## src/rtl/multi_bincount_pkg.sv

```systemverilog
// Shared constants and channel-state type for the multi-channel rate divider.
package multi_bincount_pkg;

    localparam int unsigned WIDTH_DEF   = 14;
    localparam int unsigned DIV_RST_DEF = 12500;

    typedef struct packed {
        logic [WIDTH_DEF-1:0] cnt;
        logic [WIDTH_DEF-1:0] act_div;
        logic [WIDTH_DEF-1:0] shd_div;
        logic                 pend;
    } ch_state_t;

endpackage : multi_bincount_pkg

```

## src/rtl/bincount_ch.sv

```systemverilog
// One divider channel: counter, double-buffered divisor and boundary logic.
module bincount_ch
    import multi_bincount_pkg::*;
#(
    parameter int unsigned WIDTH   = WIDTH_DEF,
    parameter int unsigned DIV_RST = DIV_RST_DEF
) (
    input  logic             clk,
    input  logic             reset,
    input  logic             en,
    input  logic             sync,
    input  logic             ld,
    input  logic [WIDTH-1:0] ld_div,
    output logic             out,
    output logic             pend
);

    localparam logic [WIDTH-1:0] DIV_RST_W = WIDTH'(DIV_RST);
    localparam logic [WIDTH-1:0] ZERO_W    = {WIDTH{1'b0}};
    localparam logic [WIDTH-1:0] ONE_W     = {{(WIDTH-1){1'b0}}, 1'b1};

    logic [WIDTH-1:0] cnt_q, cnt_d;
    logic [WIDTH-1:0] act_q, act_d;
    logic [WIDTH-1:0] shd_q, shd_d;
    logic             pend_q, pend_d;
    logic             out_q, out_d;
    logic             zero_s, term_s, bnd_s;

    // Boundary detection and next-state for counter, divisors and flags.
    always_comb begin
        zero_s = (act_q == ZERO_W);
        // zero divisor is excluded first so act_q-1 never wraps into a compare
        term_s = en && !zero_s && (cnt_q == (act_q - ONE_W));
        bnd_s  = sync || term_s || zero_s;
        out_d  = term_s && !sync;
        cnt_d  = cnt_q;
        act_d  = act_q;
        shd_d  = shd_q;
        pend_d = pend_q;
        if (bnd_s) begin
            cnt_d  = ZERO_W;
            pend_d = 1'b0;
            if (ld) begin
                act_d = ld_div;
                shd_d = ld_div;
            end else begin
                act_d = shd_q;
            end
        end else begin
            if (en) begin
                cnt_d = cnt_q + ONE_W;
            end else begin
                cnt_d = cnt_q;
            end
            if (ld) begin
                shd_d  = ld_div;
                pend_d = 1'b1;
            end else begin
                shd_d  = shd_q;
            end
        end
    end

    // Channel state registers.
    always_ff @(posedge clk or negedge reset) begin
        if (!reset) begin
            cnt_q  <= ZERO_W;
            act_q  <= DIV_RST_W;
            shd_q  <= DIV_RST_W;
            pend_q <= 1'b0;
            out_q  <= 1'b0;
        end else begin
            cnt_q  <= cnt_d;
            act_q  <= act_d;
            shd_q  <= shd_d;
            pend_q <= pend_d;
            out_q  <= out_d;
        end
    end

    assign out  = out_q;
    assign pend = pend_q;

endmodule : bincount_ch

```

## src/rtl/multi_bincount.sv

```systemverilog
// Multi-channel rate divider: decodes divisor writes and replicates bincount_ch.
module multi_bincount
    import multi_bincount_pkg::*;
#(
    parameter int unsigned WIDTH   = WIDTH_DEF,
    parameter int unsigned NCH     = 4,
    parameter int unsigned DIV_RST = DIV_RST_DEF,
    localparam int unsigned CH_W   = (NCH > 1) ? $clog2(NCH) : 1
) (
    input  logic             clk,
    input  logic             reset,
    input  logic [NCH-1:0]   en,
    input  logic             sync,
    input  logic             wr_en,
    input  logic [CH_W-1:0]  wr_ch,
    input  logic [WIDTH-1:0] wr_div,
    output logic [NCH-1:0]   out,
    output logic [NCH-1:0]   pend
);

    logic [NCH-1:0] ld_s;

    // Full-width channel compare, so out-of-range indices select nothing.
    always_comb begin
        ld_s = {NCH{1'b0}};
        for (int i = 0; i < NCH; i++) begin
            if (wr_en && (wr_ch == CH_W'(i))) begin
                ld_s[i] = 1'b1;
            end else begin
                ld_s[i] = 1'b0;
            end
        end
    end

    for (genvar g = 0; g < NCH; g++) begin : g_ch
        bincount_ch #(
            .WIDTH   (WIDTH),
            .DIV_RST (DIV_RST)
        ) u_ch (
            .clk    (clk),
            .reset  (reset),
            .en     (en[g]),
            .sync   (sync),
            .ld     (ld_s[g]),
            .ld_div (wr_div),
            .out    (out[g]),
            .pend   (pend[g])
        );
    end

endmodule : multi_bincount

```

## config.mk

```make
export PLATFORM = sky130hd
export DESIGN_NAME = multi_bincount
export DESIGN_NICKNAME = d
export VERILOG_FILES = /design/src/rtl/multi_bincount_pkg.sv /design/src/rtl/bincount_ch.sv /design/src/rtl/multi_bincount.sv
export SDC_FILE = /design/constraint.sdc
export NUM_CORES = 1
export LEC_CHECK = 0
export CAP_MARGIN = 20
export CORE_MARGIN = 1
export CORE_UTILIZATION = 56
export CTS_CLUSTER_SIZE = 12
export DETAILED_ROUTE_END_ITERATION = 12
export PLACE_DENSITY = 0.77
export SETUP_SLACK_MARGIN = 0.02
export SLEW_MARGIN = 20
export SYNTH_ARGS = -nofsm -noshare
export SYNTH_HDL_FRONTEND = slang
export SYNTH_SLANG_ARGS = --single-unit
```

## constraint.sdc

```tcl
create_clock -name clk -period 2.8 [get_ports clk]
set_clock_uncertainty 0.15 [all_clocks]
set_input_delay 0.56 -clock clk [delete_from_list [all_inputs] [get_ports clk]]
set_output_delay 0.56 -clock clk [all_outputs]
set_load 0.05 [all_outputs]
```

* Yosys cells after proc, flatten, opt, wreduce, memory -nomap -nowiden
Cells that the tools add are included.
** Word-level totals
- Register bits after elaboration :: 176
- Bits of input ports :: 24
- Logic and storage cells :: 101
** Operators by class
- $add $sub $neg :: 8
- Eq/ne operators :: 7
- Mux-type cells :: 24
- Reduce and logical (&&, ||, !) cells :: 42
** Operators by type and width (number)
- two-way mux 14 bit :: 12
- adder 14 x 1 -> 14 bit (second input constant) :: 4
- equality test 14 bit :: 4
- logical NOT 14 bit :: 4
- subtractor 14 x 1 -> 14 bit (second input constant) :: 4
- logical AND 1 bit :: 16
- nonzero test 2 bit :: 8
- two-way mux 1 bit :: 12
- logical OR 1 bit :: 8
- logical NOT 1 bit :: 5
- equality test 2 bit (second input constant) :: 2
- equality test 2 x 1 -> 1 bit (second input constant) :: 1
- logical NOT 2 bit :: 1

* Longest topological paths before layout
- Depth after elaboration :: 7
- Gate-level depth with buffers :: 12

* Cells and area by module
Synthesis repeated with hierarchy kept, for this count alone.
** Second synthesis, totals
- Cells, all modules :: 817
- Area total of the unflattened synthesis :: 9454.1 um^2
** By module, submodules not included
- bincount_ch at g_ch[1].u_ch ... :: times used 2, cells each 207, area an instance 2383.5 um^2, sequential area each 1116.1 um^2
- bincount_ch at g_ch[3].u_ch :: times used 1, cells each 197, area an instance 2331.0 um^2, sequential area each 1116.1 um^2
- bincount_ch at g_ch[0].u_ch :: times used 1, cells each 202, area an instance 2318.5 um^2, sequential area each 1116.1 um^2
- multi_bincount :: times used 1, cells each 4, area an instance 37.5 um^2, sequential area each 0.0 um^2

* Worst setup path before layout
OpenSTA, ideal clock, no wires.
- Kind :: reg-to-reg
- Start point :: reg g_ch[1].u_ch.act_q[0]
- End point :: reg g_ch[1].u_ch.act_q[1]
- Library setup time :: 0.125 ns
- Data arrival time :: 2.768 ns
- Required time :: 2.525 ns
- Setup slack :: -0.243 ns
- Cell stages (with the launch flop) :: 12
- Buffers on the path :: 2
- Clock period less this slack :: 3.043 ns
- Cell sequence :: dfrtp_1 -> inv_1 -> ha_1 -> or3b_2 -> clkbuf_1 -> or4_1 -> nor3_1 -> a31oi_1 -> a311oi_1 -> a21bo_2 -> buf_4 -> mux2_2
** On the way
- Longest elaborated chain between the ends :: 6
- Elaborated cells between the ends (all ways) :: 8
- Classes of those cells :: 1 x add/sub; 1 x eq/ne; 6 x reduce/logical
** Ends and longest elaborated chain
- start: declaration :: line bincount_ch.sv:23 : logic [WIDTH-1:0] act_q, act_d;
- start signal: assignment :: line bincount_ch.sv:74 : act_q <= act_d;
- parallel branches: the longest is 5 deep, another holds subtractor 14 x 1 -> 14 bit
- logical OR 1 bit * :: line bincount_ch.sv:34 : bnd_s = sync || term_s || zero_s;
Every way passes the cells marked *.
A chain may end at the register's enable or synchronous reset.

* Worst setup path in the final report
- Start point :: reg g_ch[2].u_ch.act_q[0]
- End point :: reg g_ch[2].u_ch.act_q[13]
** On the way
- Longest elaborated chain between the ends :: 6
- Elaborated cells between the ends (all ways) :: 8
- Classes of those cells :: 1 x add/sub; 1 x eq/ne; 6 x reduce/logical
** Ends and longest elaborated chain (line)
- start: declaration :: bincount_ch.sv:23
- start signal: assignment :: bincount_ch.sv:74
- parallel branches: the longest is 5 deep, another holds subtractor 14 x 1 -> 14 bit
- logical OR 1 bit * :: bincount_ch.sv:34
Marks and branches as above.

==> impl_results.md <==
* Ports at 32
* Crit Path Category: reg -> reg
* Pin count of the biggest net entering global routing at 69
* Root Driver: clkbuf_16
* Initial cell density of the core at 57.36%
* DRC viols at 0
* Die X-Extent at 129.3 um
* CTS Sinks at 176
* Worst path bufs/invs at 3
* Post-synth EDFFs at 0
* Cell Chain, Critical Path: inv_2 > ha_4 > buf_4 > xor2_2 > nand3_1 > o31a_1 > nor4_2 > o211ai_1 > o21ai_2 > clkbuf_16 > mux2_4
* Total power at 7.972 mW
* Ys Warns at 0
* Inserted Clock Buffers at 17
* Slew Limit Fails at 0
* Final nets at 941
* Max FO, Critical Path at 8
* Cell with the largest stage delay on the worst path: dfrtp_1
* Psw at 2.361 mW
* Initial antenna violation count at 0
* Worst setup margin at -0.1901 ns
* Largest cells by area after synthesis: dfrtp_1, dfstp_2, mux2_2
* Final Wtd Congestion at 0.9519
* Sequential-to-total area share from yosys stat at 49.17%
* GRT Total Usage at 26.14%
* VDD IR max at 0.5261 mV
* P&R area growth vs syn at 27.99%
* Syn avg cell area at 11.33 um^2
* First-pass GRT wire length at 33550 um
* Final ANT Viol Nets at 0
* Max-cap violation count at 0
* Syn Nets at 837
* Antenna cells at 0
* Clock tree buffer depth at 2
* Register bit total from synthesis at 176
* Clock power share at 30.7%
* Synth Instances at 801
* Drt pass-1 iters at 5
* Hold Path Class: reg -> reg
* DR WL/cell at 20.00 um
* Crit end category: flip-flop
* CTS tree: yes
* Routed WL at 22680 um
* Setup TNS at -5.849 ns
* Async set or reset register ratio after synthesis at 100.0%
* CP top delay family: compound AO/OA/AOI/OAI gates
* Total die area at 0.01673 mm^2
* Yosys cell types at 62
* Slew headroom at 62.51%
* Core box area at 0.01583 mm^2
* Power Density at 686.0 mW/mm^2
* Via density at 5.888
* Area of the mapped netlist at 0.009079 mm^2
* Worst-Skew Late Latency at 0.43 ns
* H-tree depth at 4
* Routed via count at 6677
* Comb power frac at 27.4%
* Worst Tran Pin Value at 0.5606 ns
* Cell-internal power at 5.611 mW
* Failing checks: negative setup slack
* P_leak at 4.869 nW
* Highest clock rate at 334.4 MHz
* Clock Pin Slew Worst Setup and Hold Paths at 0.07 ns
* Chip height at 129.3 um
* CP arrival at 3.20 ns
* Site row count at 46
* Crit share post-route at 106.8%
* Vias in the first global route at 6868
* Switching share of power at 29.61%
* Iter 0 DRT Violations at 608
* Tmin final at 2.990 ns
* Layout cell share with drive strength beyond 1 at 40.41%
* FILL cells at 980
* Crit path launch type: flip-flop
* RSZ-0062 raised after global routing: yes
* Crit-path max cell delay at 0.44 ns
* Final Hold Fails at 0
* Biggest area consumer among synthesized cells: dfrtp_1
* Flop pwr share at 41.9%
* Final setup vio count at 70
* Post-synth top area share at 35.28%
* Status: finished, violations left
* WP data required at 3.01 ns
* Synth Flop Type: dfrtp_1
* Post-detail-place hpwl at 13830 um
* GRT Residual Overflow at 0
* IO Port Bufs at 31
[worst register-to-register path, cell delays in order (launching register included)]
cell	delay (ns)
dfrtp_1	0.44
inv_2	0.08
ha_4	0.16
buf_4	0.14
xor2_2	0.24
nand3_1	0.14
o31a_1	0.16
nor4_2	0.31
o211ai_1	0.23
o21ai_2	0.32
clkbuf_16	0.25
mux2_4	0.31
[timing repair]
action,CTS,global route
endpoints found under the setup margin,116,116
pin swaps,8,36
gates resized for setup,24,127
gates cloned,0,6
setup buffers,9,10
hold buffers,1,0
endpoints found under the hold margin,44,0
[Yosys cell counts, drive strengths merged (15+ instances only)]
| library cell | number |
|---|---|
| buf | 23 |
| clkbuf | 15 |
| dfrtp | 128 |
| dfstp | 48 |
| inv | 17 |
| mux2 | 113 |
| nand2 | 36 |
| nand3 | 26 |
| nor2 | 90 |
| nor3 | 21 |
| xnor2 | 65 |
| xor2 | 63 |
[cell usage in the layout (no fill, tap or decap), drive strengths merged, types with 4 or more instances in the layout]
master,instances
mux2,113
dfrtp,128
clkinv,5
mux2i,9
clkbuf,26
and3,11
nand3b,5
a21oi,10
nand2b,4
and4,4
xor2,63
or4,9
buf,86
nand3,26
nand4,14
o21ai,8
a31oi,10
xnor2,65
clkdlybuf4s50,30
ha,12
nor4,14
nor3b,5
nor3,21
nand2,36
inv,18
dfstp,48
nor2,90
[layer usage]
| layer | GRT usage, % | wire length, um |
|---|---|---|
| met5 | 0 | 0 |
| met4 | 11.76 | 701 |
| met3 | 4.707 | 859 |
| met2 | 45.48 | 11890 |
| met1 | 31.71 | 9227 |
[power by group through the flow]
stage / combinational [mW] / sequential [mW] / clock (mW)
floorplan: 1.11 / 3.29 / 0
global placement: 1.63 / 3.29 / 0
detailed placement: 1.74 / 3.32 / 0
CTS: 1.84 / 3.30 / 2.47
global route: 2.34 / 3.38 / 2.58
finish: 2.19 / 3.34 / 2.45
[worst paths after layout]
| kind | startpoint | endpoint | slack, ns | depth (start not counted) |
|---|---|---|---|---|
| min reg2reg | g_ch[0].u_ch.pend | g_ch[0].u_ch.pend | 0.35 | 2 |
| min in group asynchronous | reset | g_ch[1].u_ch.cnt_q[12] | 0.52 | 2 |
| max | g_ch[2].u_ch.act_q[0] | g_ch[2].u_ch.act_q[13] | -0.19 | 11 |
| max in group asynchronous | reset | g_ch[3].u_ch.act_q[13] | 1.18 | 3 |
| max reg2reg | g_ch[2].u_ch.act_q[0] | g_ch[2].u_ch.act_q[13] | -0.19 | 11 |
| min | g_ch[0].u_ch.pend | g_ch[0].u_ch.pend | 0.35 | 2 |
[logic make-up after synthesis]
family,Yosys count,share of synthesized area (%)
compound gates,54,4.204
xor+xnor,128,12.35
fa+ha+maj,12,1.654
buf+inv,55,3.128
flops,176,49.17
mux,122,15.42
simple gates,254,14.07
[layout make-up]
| class | count | area [um^2] | share of cell area (%) |
|---|---|---|---|
| clock buffer | 20 | 446.7 | 3.844 |
| clock inverter | 12 | 161.4 | 1.389 |
| inverter | 17 | 63.81 | 0.5492 |
| multi-input combinational | 570 | 4964 | 42.72 |
| sequential | 176 | 4466 | 38.43 |
| tap | 216 | 270.3 | 2.326 |
| timing repair buffer | 123 | 1249 | 10.75 |
[through the flow]
stage / instances / utilization [%] / hold slack (ns) / setup WS, ns / instance area [um^2]
floorplan: 801 / - / 0.1144 / -0.1153 / 9160
global placement: 1076 / 63.64 / 0.3262 / -0.08423 / 10070
detailed placement: 1076 / 63.64 / 0.3364 / -0.1693 / 10070
CTS: 1118 / 68.73 / 0.3480 / -0.07642 / 10880
global route: 1134 / 73.41 / 0.3610 / -0.2694 / 11620
finish: 1134 / 73.41 / 0.3488 / -0.1901 / 11620
[state kept, by name, summed over array words and instances (netlist names)]
signal / flops
g_ch.u_ch.act_q: 56
g_ch.u_ch.out: 4
g_ch.u_ch.cnt_q: 56
g_ch.u_ch.pend: 4
g_ch.u_ch.shd_q: 56
No activity file was read; power rests on OpenSTA's default activity.
